File: config.mk
export PLATFORM = sky130hd
export DESIGN_NAME = oled_frame_scheduler
export DESIGN_NICKNAME = d
export VERILOG_FILES = /design/src/rtl/oled_frame_scheduler.sv
export SDC_FILE = /design/constraint.sdc
export NUM_CORES = 1
export LEC_CHECK = 0
export BUFFER_PORTS_ARGS = -buffer_cell sky130_fd_sc_hd__buf_2
export CAP_MARGIN = 10
export CORE_ASPECT_RATIO = 0.5
export CORE_MARGIN = 5
export CORE_UTILIZATION = 50
export DETAILED_ROUTE_END_ITERATION = 10
export PLACE_DENSITY = 0.81
export SYNTH_ARGS = -nofsm -noshare
export SYNTH_HDL_FRONTEND = slang
export SYNTH_SLANG_ARGS = --single-unit
File: constraint.sdc
create_clock -name clk -period 2.75 [get_ports clk]
set_clock_uncertainty 0.05 [all_clocks]
set_input_delay 0.1375 -clock clk [delete_from_list [all_inputs] [get_ports clk]]
set_output_delay 0.1375 -clock clk [all_outputs]
set_load 0.03 [all_outputs]
File: src/rtl/oled_frame_scheduler.sv
// Pixel-slot sequencer for a WIDTH x HEIGHT OLED with frame-granular round-robin sharing of two sources.
// Define OLED_SCHED_TESTPAT_EN to emit a colour bar instead of black when no source owns the frame.
module oled_frame_scheduler #(
  parameter int DIV     = 16,
  parameter int WIDTH   = 96,
  parameter int HEIGHT  = 64,
  parameter int COLOR_W = 16
) (
  input  logic               clk,
  input  logic               reset,
  input  logic               enable,
  input  logic               req_a,
  input  logic               req_b,
  input  logic [COLOR_W-1:0] color_a,
  input  logic [COLOR_W-1:0] color_b,
  output logic               slow_clock,
  output logic               pix_tick,
  output logic [12:0]        pixel_index,
  output logic [6:0]         pixel_x,
  output logic [5:0]         pixel_y,
  output logic [COLOR_W-1:0] pixel_data,
  output logic               frame_start,
  output logic               grant_a,
  output logic               grant_b,
  output logic               busy
);

  typedef enum logic {IDLE, ACTIVE} state_t;

  localparam int          CNT_W    = (DIV > 1) ? $clog2(DIV) : 1;
  localparam logic [CNT_W-1:0] CNT_LAST = CNT_W'(DIV - 1);
  localparam logic [CNT_W-1:0] CNT_HALF = CNT_W'(DIV / 2);
  localparam logic [12:0] LAST_IDX = 13'(WIDTH * HEIGHT - 1);
  localparam logic [6:0]  LAST_X   = 7'(WIDTH - 1);

  logic [CNT_W-1:0]   cnt_q, cnt_d;
  logic               slow_q, slow_d;
  logic               tick_q, tick_d;
  state_t             state_q, state_d;
  logic [12:0]        idx_q, idx_d;
  logic [6:0]         x_q, x_d;
  logic [5:0]         y_q, y_d;
  logic [COLOR_W-1:0] data_q, data_d;
  logic               fs_q, fs_d;
  logic               ga_q, ga_d;
  logic               gb_q, gb_d;
  logic               last_b_q, last_b_d;

  logic               arb_a, arb_b;
  logic [COLOR_W-1:0] idle_color;

  // A tie goes to whichever source did not own the previous granted frame.
  assign arb_a = req_a & (~req_b | last_b_q);
  assign arb_b = req_b & (~req_a | ~last_b_q);

`ifdef OLED_SCHED_TESTPAT_EN
  always_comb begin
    case (x_q[6:5])
      2'd0:    idle_color = COLOR_W'(16'hF800);
      2'd1:    idle_color = COLOR_W'(16'h07E0);
      2'd2:    idle_color = COLOR_W'(16'h001F);
      default: idle_color = COLOR_W'(16'hFFFF);
    endcase
  end
`else
  assign idle_color = '0;
`endif

  always_comb begin
    // NOTE: every _d starts from its _q (or a fixed value) so no path leaves it unassigned and no latch is inferred.
    cnt_d    = (cnt_q == CNT_LAST) ? '0 : cnt_q + 1'b1;
    slow_d   = (cnt_d >= CNT_HALF);
    tick_d   = (cnt_q == CNT_LAST);
    state_d  = state_q;
    idx_d    = idx_q;
    x_d      = x_q;
    y_d      = y_q;
    data_d   = data_q;
    fs_d     = 1'b0;
    ga_d     = ga_q;
    gb_d     = gb_q;
    last_b_d = last_b_q;

    case (state_q)
      IDLE: begin
        idx_d = '0;
        x_d   = '0;
        y_d   = '0;
        ga_d  = 1'b0;
        gb_d  = 1'b0;
        if (tick_q && enable) begin
          state_d = ACTIVE;
          fs_d    = 1'b1;
          ga_d    = arb_a;
          gb_d    = arb_b;
          if (arb_a || arb_b) last_b_d = arb_b;
        end
      end
      ACTIVE: begin
        if (tick_q) begin
          data_d = ga_q ? color_a : (gb_q ? color_b : idle_color);
          if (idx_q == LAST_IDX) begin
            idx_d = '0;
            x_d   = '0;
            y_d   = '0;
            if (enable) begin
              fs_d = 1'b1;
              ga_d = arb_a;
              gb_d = arb_b;
              if (arb_a || arb_b) last_b_d = arb_b;
            end else begin
              state_d = IDLE;
              ga_d    = 1'b0;
              gb_d    = 1'b0;
            end
          end else begin
            idx_d = idx_q + 13'd1;
            if (x_q == LAST_X) begin
              x_d = '0;
              y_d = y_q + 6'd1;
            end else begin
              x_d = x_q + 7'd1;
            end
          end
        end
      end
      default: state_d = IDLE;
    endcase
  end

  // NOTE: sequential state uses non-blocking assignments only, so every flop samples pre-edge values.
  always_ff @(posedge clk) begin
    if (reset) begin
      cnt_q    <= '0;
      slow_q   <= 1'b0;
      tick_q   <= 1'b0;
      state_q  <= IDLE;
      idx_q    <= '0;
      x_q      <= '0;
      y_q      <= '0;
      data_q   <= '0;
      fs_q     <= 1'b0;
      ga_q     <= 1'b0;
      gb_q     <= 1'b0;
      last_b_q <= 1'b1;
    end else begin
      cnt_q    <= cnt_d;
      slow_q   <= slow_d;
      tick_q   <= tick_d;
      state_q  <= state_d;
      idx_q    <= idx_d;
      x_q      <= x_d;
      y_q      <= y_d;
      data_q   <= data_d;
      fs_q     <= fs_d;
      ga_q     <= ga_d;
      gb_q     <= gb_d;
      last_b_q <= last_b_d;
    end
  end

  assign slow_clock  = slow_q;
  assign pix_tick    = tick_q;
  assign pixel_index = idx_q;
  assign pixel_x     = x_q;
  assign pixel_y     = y_q;
  assign pixel_data  = data_q;
  assign frame_start = fs_q;
  assign grant_a     = ga_q;
  assign grant_b     = gb_q;
  assign busy        = (state_q == ACTIVE);

endmodule

### After elaboration in Yosys (flattened, before gate mapping)

Index checks and enable logic that the tools add are counted.
Widths: inputs -> output; s select.

* register bits after elaboration: 53
* input bits: 37
* output and inout bits: 48
* word-level logic and storage cells: 77

* add/sub/neg operators: 4
* magnitude comparators: 1
* equal/unequal tests: 8
* mux-type cells: 38
* bitwise logic cells: 8
* reduce and logical (&&, ||, !) cells: 6

Operator list (count)
* $mux 16: 2
* $mux 13: 2
* $pmux 13 s2: 1
* $mux 7: 3
* $mux 1: 19
* $mux 6: 3
* $pmux 7 s2: 1
* $add 13x1->13 const B: 1
* $eq 13x13->1 const B: 1
* $pmux 6 s2: 1
* $pmux 1 s2: 5
* $add 7x1->7 const B: 1
* $eq 7x7->1 const B: 1
* $add 6x1->6 const B: 1
* $ne 2x2->1 const B: 3
* $reduce_and 2->1: 3
* $add 4x1->4 const B: 1
* $eq 4x4->1 const B: 1
* $ge 4x4->1 const B: 1
* $mux 4: 1
* $not 1->1: 4
* $reduce_and 4->1: 1
* $ne 3x1->1 const B: 1
* $and 1x1->1: 2
* 4 further kinds: 5

### Depth between registers and ports, before layout

* depth in word-level cells: 9
* depth in mapped cells: 6
* depth with buffers taken out: 5

### Worst setup path after synthesis

OpenSTA, ideal clock, no wires.

* kind: reg-to-reg
* start: register idx_q[0], in the netlist pixel_index[0]
* end: register y_q[0], in the netlist pixel_y[0]
* library setup time: 0.115 ns
* arrival: 1.688 ns
* required time: 2.585 ns
* setup slack: 0.897 ns
* cell stages (with the launch flop): 7
* buffers on the path: 2
* clock period less this slack: 1.853 ns
* path through: dfxtp_1 > ha_1 > and4b_1 > a41o_1 > buf_2 > buf_4 > nor2_1

* word-level cells in the longest chain between the ends: 4
* elaborated cells on any way between the ends: 6
* those cells by class: eq/ne (2); mux (3); reduce/logical (1)

RTL lines
* from (decl): line 40 `logic [12:0] idx_q, idx_d;`
* from (signal assigned): line 151 `idx_q <= idx_d;`
* $eq 13x13->1 *: line 102 `if (idx_q == LAST_IDX) begin`
* $mux 6: line 102
* $mux 6: line 100 `if (tick_q) begin`
* $pmux 6 s2: line 84 `case (state_q)`
* to (signal assigned): line 153 `y_q <= y_d;`
* to (decl): line 42 `logic [5:0] y_q, y_d;`

Every way passes the cells marked *; elsewhere a longest branch is shown, timed or not. The select of a mux whose other input is x is not followed.
A chain may end at the register's enable or synchronous reset.

### Worst setup path in the final report

* start: register ga_q, in the netlist grant_a
* end: register data_q[9], in the netlist pixel_data[9]

* word-level cells in the longest chain between the ends: 1

RTL lines
* from (decl): line 45 `logic ga_q, ga_d;`
* from (signal assigned): line 156 `ga_q <= ga_d;`
* $mux 16: line 101 `data_d = ga_q ? color_a : (gb_q ? color_b : idle_color);`
* to (signal assigned): line 154 `data_q <= data_d;`
* to (decl): line 43 `logic [COLOR_W-1:0] data_q, data_d;`

No other way between the ends.

==> impl_metrics.json <==
{
  "outcome": "finished clean",
  "grt_remaining_overflow": 0,
  "startpoint_type": "flop",
  "peakVddDrop_uv": 265,
  "critPathMaxFanout": 19,
  "post_cts.repair.setup_buffers": 0,
  "wirelength_um": 5600,
  "final_max_slew_viol_count": 0,
  "start_util_pct": 52.5,
  "cp-startpoint": "grant_a",
  "fmax_mhz": 525,
  "core_region_area_um2": 4450,
  "placedCellCount": 388,
  "setup_viol": 0,
  "p_int_uw": 1090,
  "cts.sinks": 53,
  "post-route-min-period_ns": 1.90,
  "via_count": 2214,
  "synthToLayoutAreaGrowth_pct": 23.2,
  "timing.rr.end": "pixel_data[9]",
  "ant_nets": 0,
  "grt_use_total_pct": 18.4,
  "root_buffer": "clkbuf_8",
  "power.density_nw_per_um2": 472,
  "p_leak_uw": 0.00120,
  "final.setup.tns_ns": 0,
  "floorplan.rows": 17,
  "numPortBuffers": 84,
  "wl_per_cell_um": 14.1,
  "drtIter0Drc": 79,
  "hold_buffers": 0,
  "drive_gt1_share_pct": 30.1,
  "gp_congestion": 0.801,
  "fillers": 392,
  "drc_errors": 0,
  "p_comb_share_pct": 3.1,
  "required_ns": 2.92,
  "dpl.hpwl_um": 4160,
  "p_seq_share_pct": 57.1,
  "cts_resized": 0,
  "final_cell_mix": "buf_2, dfxtp_1, nor2_1, a221oi_1, nor3_1",
  "rsz0062_at_grt": "no",
  "ys_top_cells_by_area": "dfxtp_1, nor2_1, a221oi_1",
  "tightest_slew_ns": 1.01,
  "ys_ff_latch": 53,
  "hold_viol": 0,
  "yosysTopAreaCell": "dfxtp_1",
  "grt_pass1_wl_um": 9380,
  "relSlewSlack_pct": 32.1,
  "seq_area_um2": 1060,
  "postSynthAreaPerCell_um2": 8.94,
  "final_common_cell": "buf_2",
  "ios": 85,
  "dieHeight_um": 58.3,
  "crit_path_end": "pixel_data[9]",
  "hold_path_class": "in2reg",
  "syn_area_um2": 2330,
  "maxCapViolations": 0,
  "min_period_over_period_pct": 69.3,
  "p_sw_share_pct": 19.5,
  "grt_pass1_vias": 2119,
  "synth_edf_count": 0,
  "ys_warn_count": 0,
  "num-nets-final": 379,
  "worstSkewPairLatency_ns": 0.30,
  "ys_types": 46,
  "crit_type": "reg2reg",
  "r2r_setup_slack_ns": 0.85,
  "cts_inserted_buffers": 5,
  "switching_power_uw": 265,
  "htree_levels": 2,
  "dr.pass1.iters": 4,
  "ff2ff_path_depth": 3,
  "dieArea_um2": 6210,
  "clock_path_buffers": 2,
  "multi_input_area_um2": 1160,
  "final_cells": 396,
  "worstPathArrival_ns": 2.08,
  "yosysSeqAreaShare_pct": 45.5,
  "die_x_um": 107,
  "antenna_found_initial": 0,
  "vias_per_cell": 5.59,
  "p_clk_share_pct": 39.8,
  "synth_ff_type": "dfxtp_1",
  "insertedDiodeCount": 0,
  "tritoncts": "done",
  "worst_setup_path_end_kind": "flop",
  "r2r-start": "grant_a",
  "synthCells": 261,
  "clkTransAtPathRegs_ns": 0.09,
  "async_reset_ff_share_pct": 0,
  "grt_max_degree": 33,
  "syn-num-nets": 302,
  "yosysTopAreaCellShare_pct": 45.5
}
-- critical path, cell delays in order (launching register included) --
cell and delay (ns):
dfxtp_1 0.51, nor2_1 0.86, a221oi_1 0.20, nor3_1 0.19
-- sequential cells by signal (all words and copies together), names as in the netlist --
name         flops
busy             1
cnt_q            4
frame_start      1
grant_a          1
grant_b          1
last_b_q         1
pix_tick         1
pixel_data      16
pixel_index     13
pixel_x          7
pixel_y          6
slow_clock       1
-- cells in the mapped netlist, drive strengths merged, types with 2 or more instances --
library cell	number
dfxtp	53
nor2	42
a221oi	16
nor3	16
nand3	14
a21oi	11
nand2	11
xor2	10
buf	9
clkbuf	7
inv	7
nand4	6
and2	5
o21ai	5
xnor2	5
ha	4
a31oi	3
and3	3
nand4b	3
or3	3
a22oi	2
a311oi	2
a41o	2
and4	2
mux2i	2
nand2b	2
nor2b	2
nor4	2
o31ai	2
o32ai	2
or2	2
or4	2
-- metal layers --
metal,track usage [%],wire length (µm)
met5,0,0
met4,6.56,74
met3,4.93,381
met2,32.3,2710
met1,22.3,2430
-- power by group through the flow --
| stage | Combinational (µW) | Clock (µW) | Sequential, µW |
|---|---|---|---|
| after floorplan | 13.5 | 0 | 792 |
| after global placement | 40.3 | 0 | 792 |
| after detailed placement | 41.6 | 0 | 792 |
| after CTS | 41.9 | 553 | 774 |
| after global routing | 48.2 | 585 | 775 |
| final | 41.7 | 540 | 774 |
-- area by class of cell --
| cell class | count | area share [%] |
|---|---|---|
| Multi-Input combinational cell | 185 | 40.5 |
| Sequential cell | 53 | 36.9 |
| Timing Repair Buffer | 86 | 15.2 |
| Clock buffer | 7 | 3.01 |
| Tap cell | 57 | 2.48 |
| Clock inverter | 1 | 1.05 |
| Inverter | 7 | 0.915 |
-- per-stage QoR --
step                      hold WS [ns]  setup WS, ns  utilization [%]  total power [µW]  area (µm²)
after floorplan                  0.212         0.897                -               805        2330
after global placement           0.379         0.968             62.0               832        2760
after detailed placement         0.389         0.861             62.0               834        2760
after CTS                       0.0632         0.853             64.6              1370        2870
after global routing            0.0768         0.711             64.6              1410        2870
final                           0.0735         0.846             64.6              1360        2870
-- worst min-delay path by stage --
stage	start	end	slack, ns	depth (start not counted)
2_1_floorplan	reset	last_b_q	0.21	2
3_3_place_gp	req_a	grant_a	0.38	3
3_5_place_dp	enable	busy	0.39	3
4_1_cts	enable	busy	0.06	3
5_1_grt	req_a	grant_a	0.08	3
6_report	enable	busy	0.07	3
-- cells by family after synthesis --
family,count (synthesis),share of synthesized area [%]
adders and majority gates,4,2.15
xor gates and xnor gates,15,5.63
and+or+nand+nor,118,26.5
buffers and inverters,23,4.67
AOI/OAI and AO/OA,46,14.7
muxes,2,0.858
DFF,53,45.5
Power figures use the tool's default switching activity.
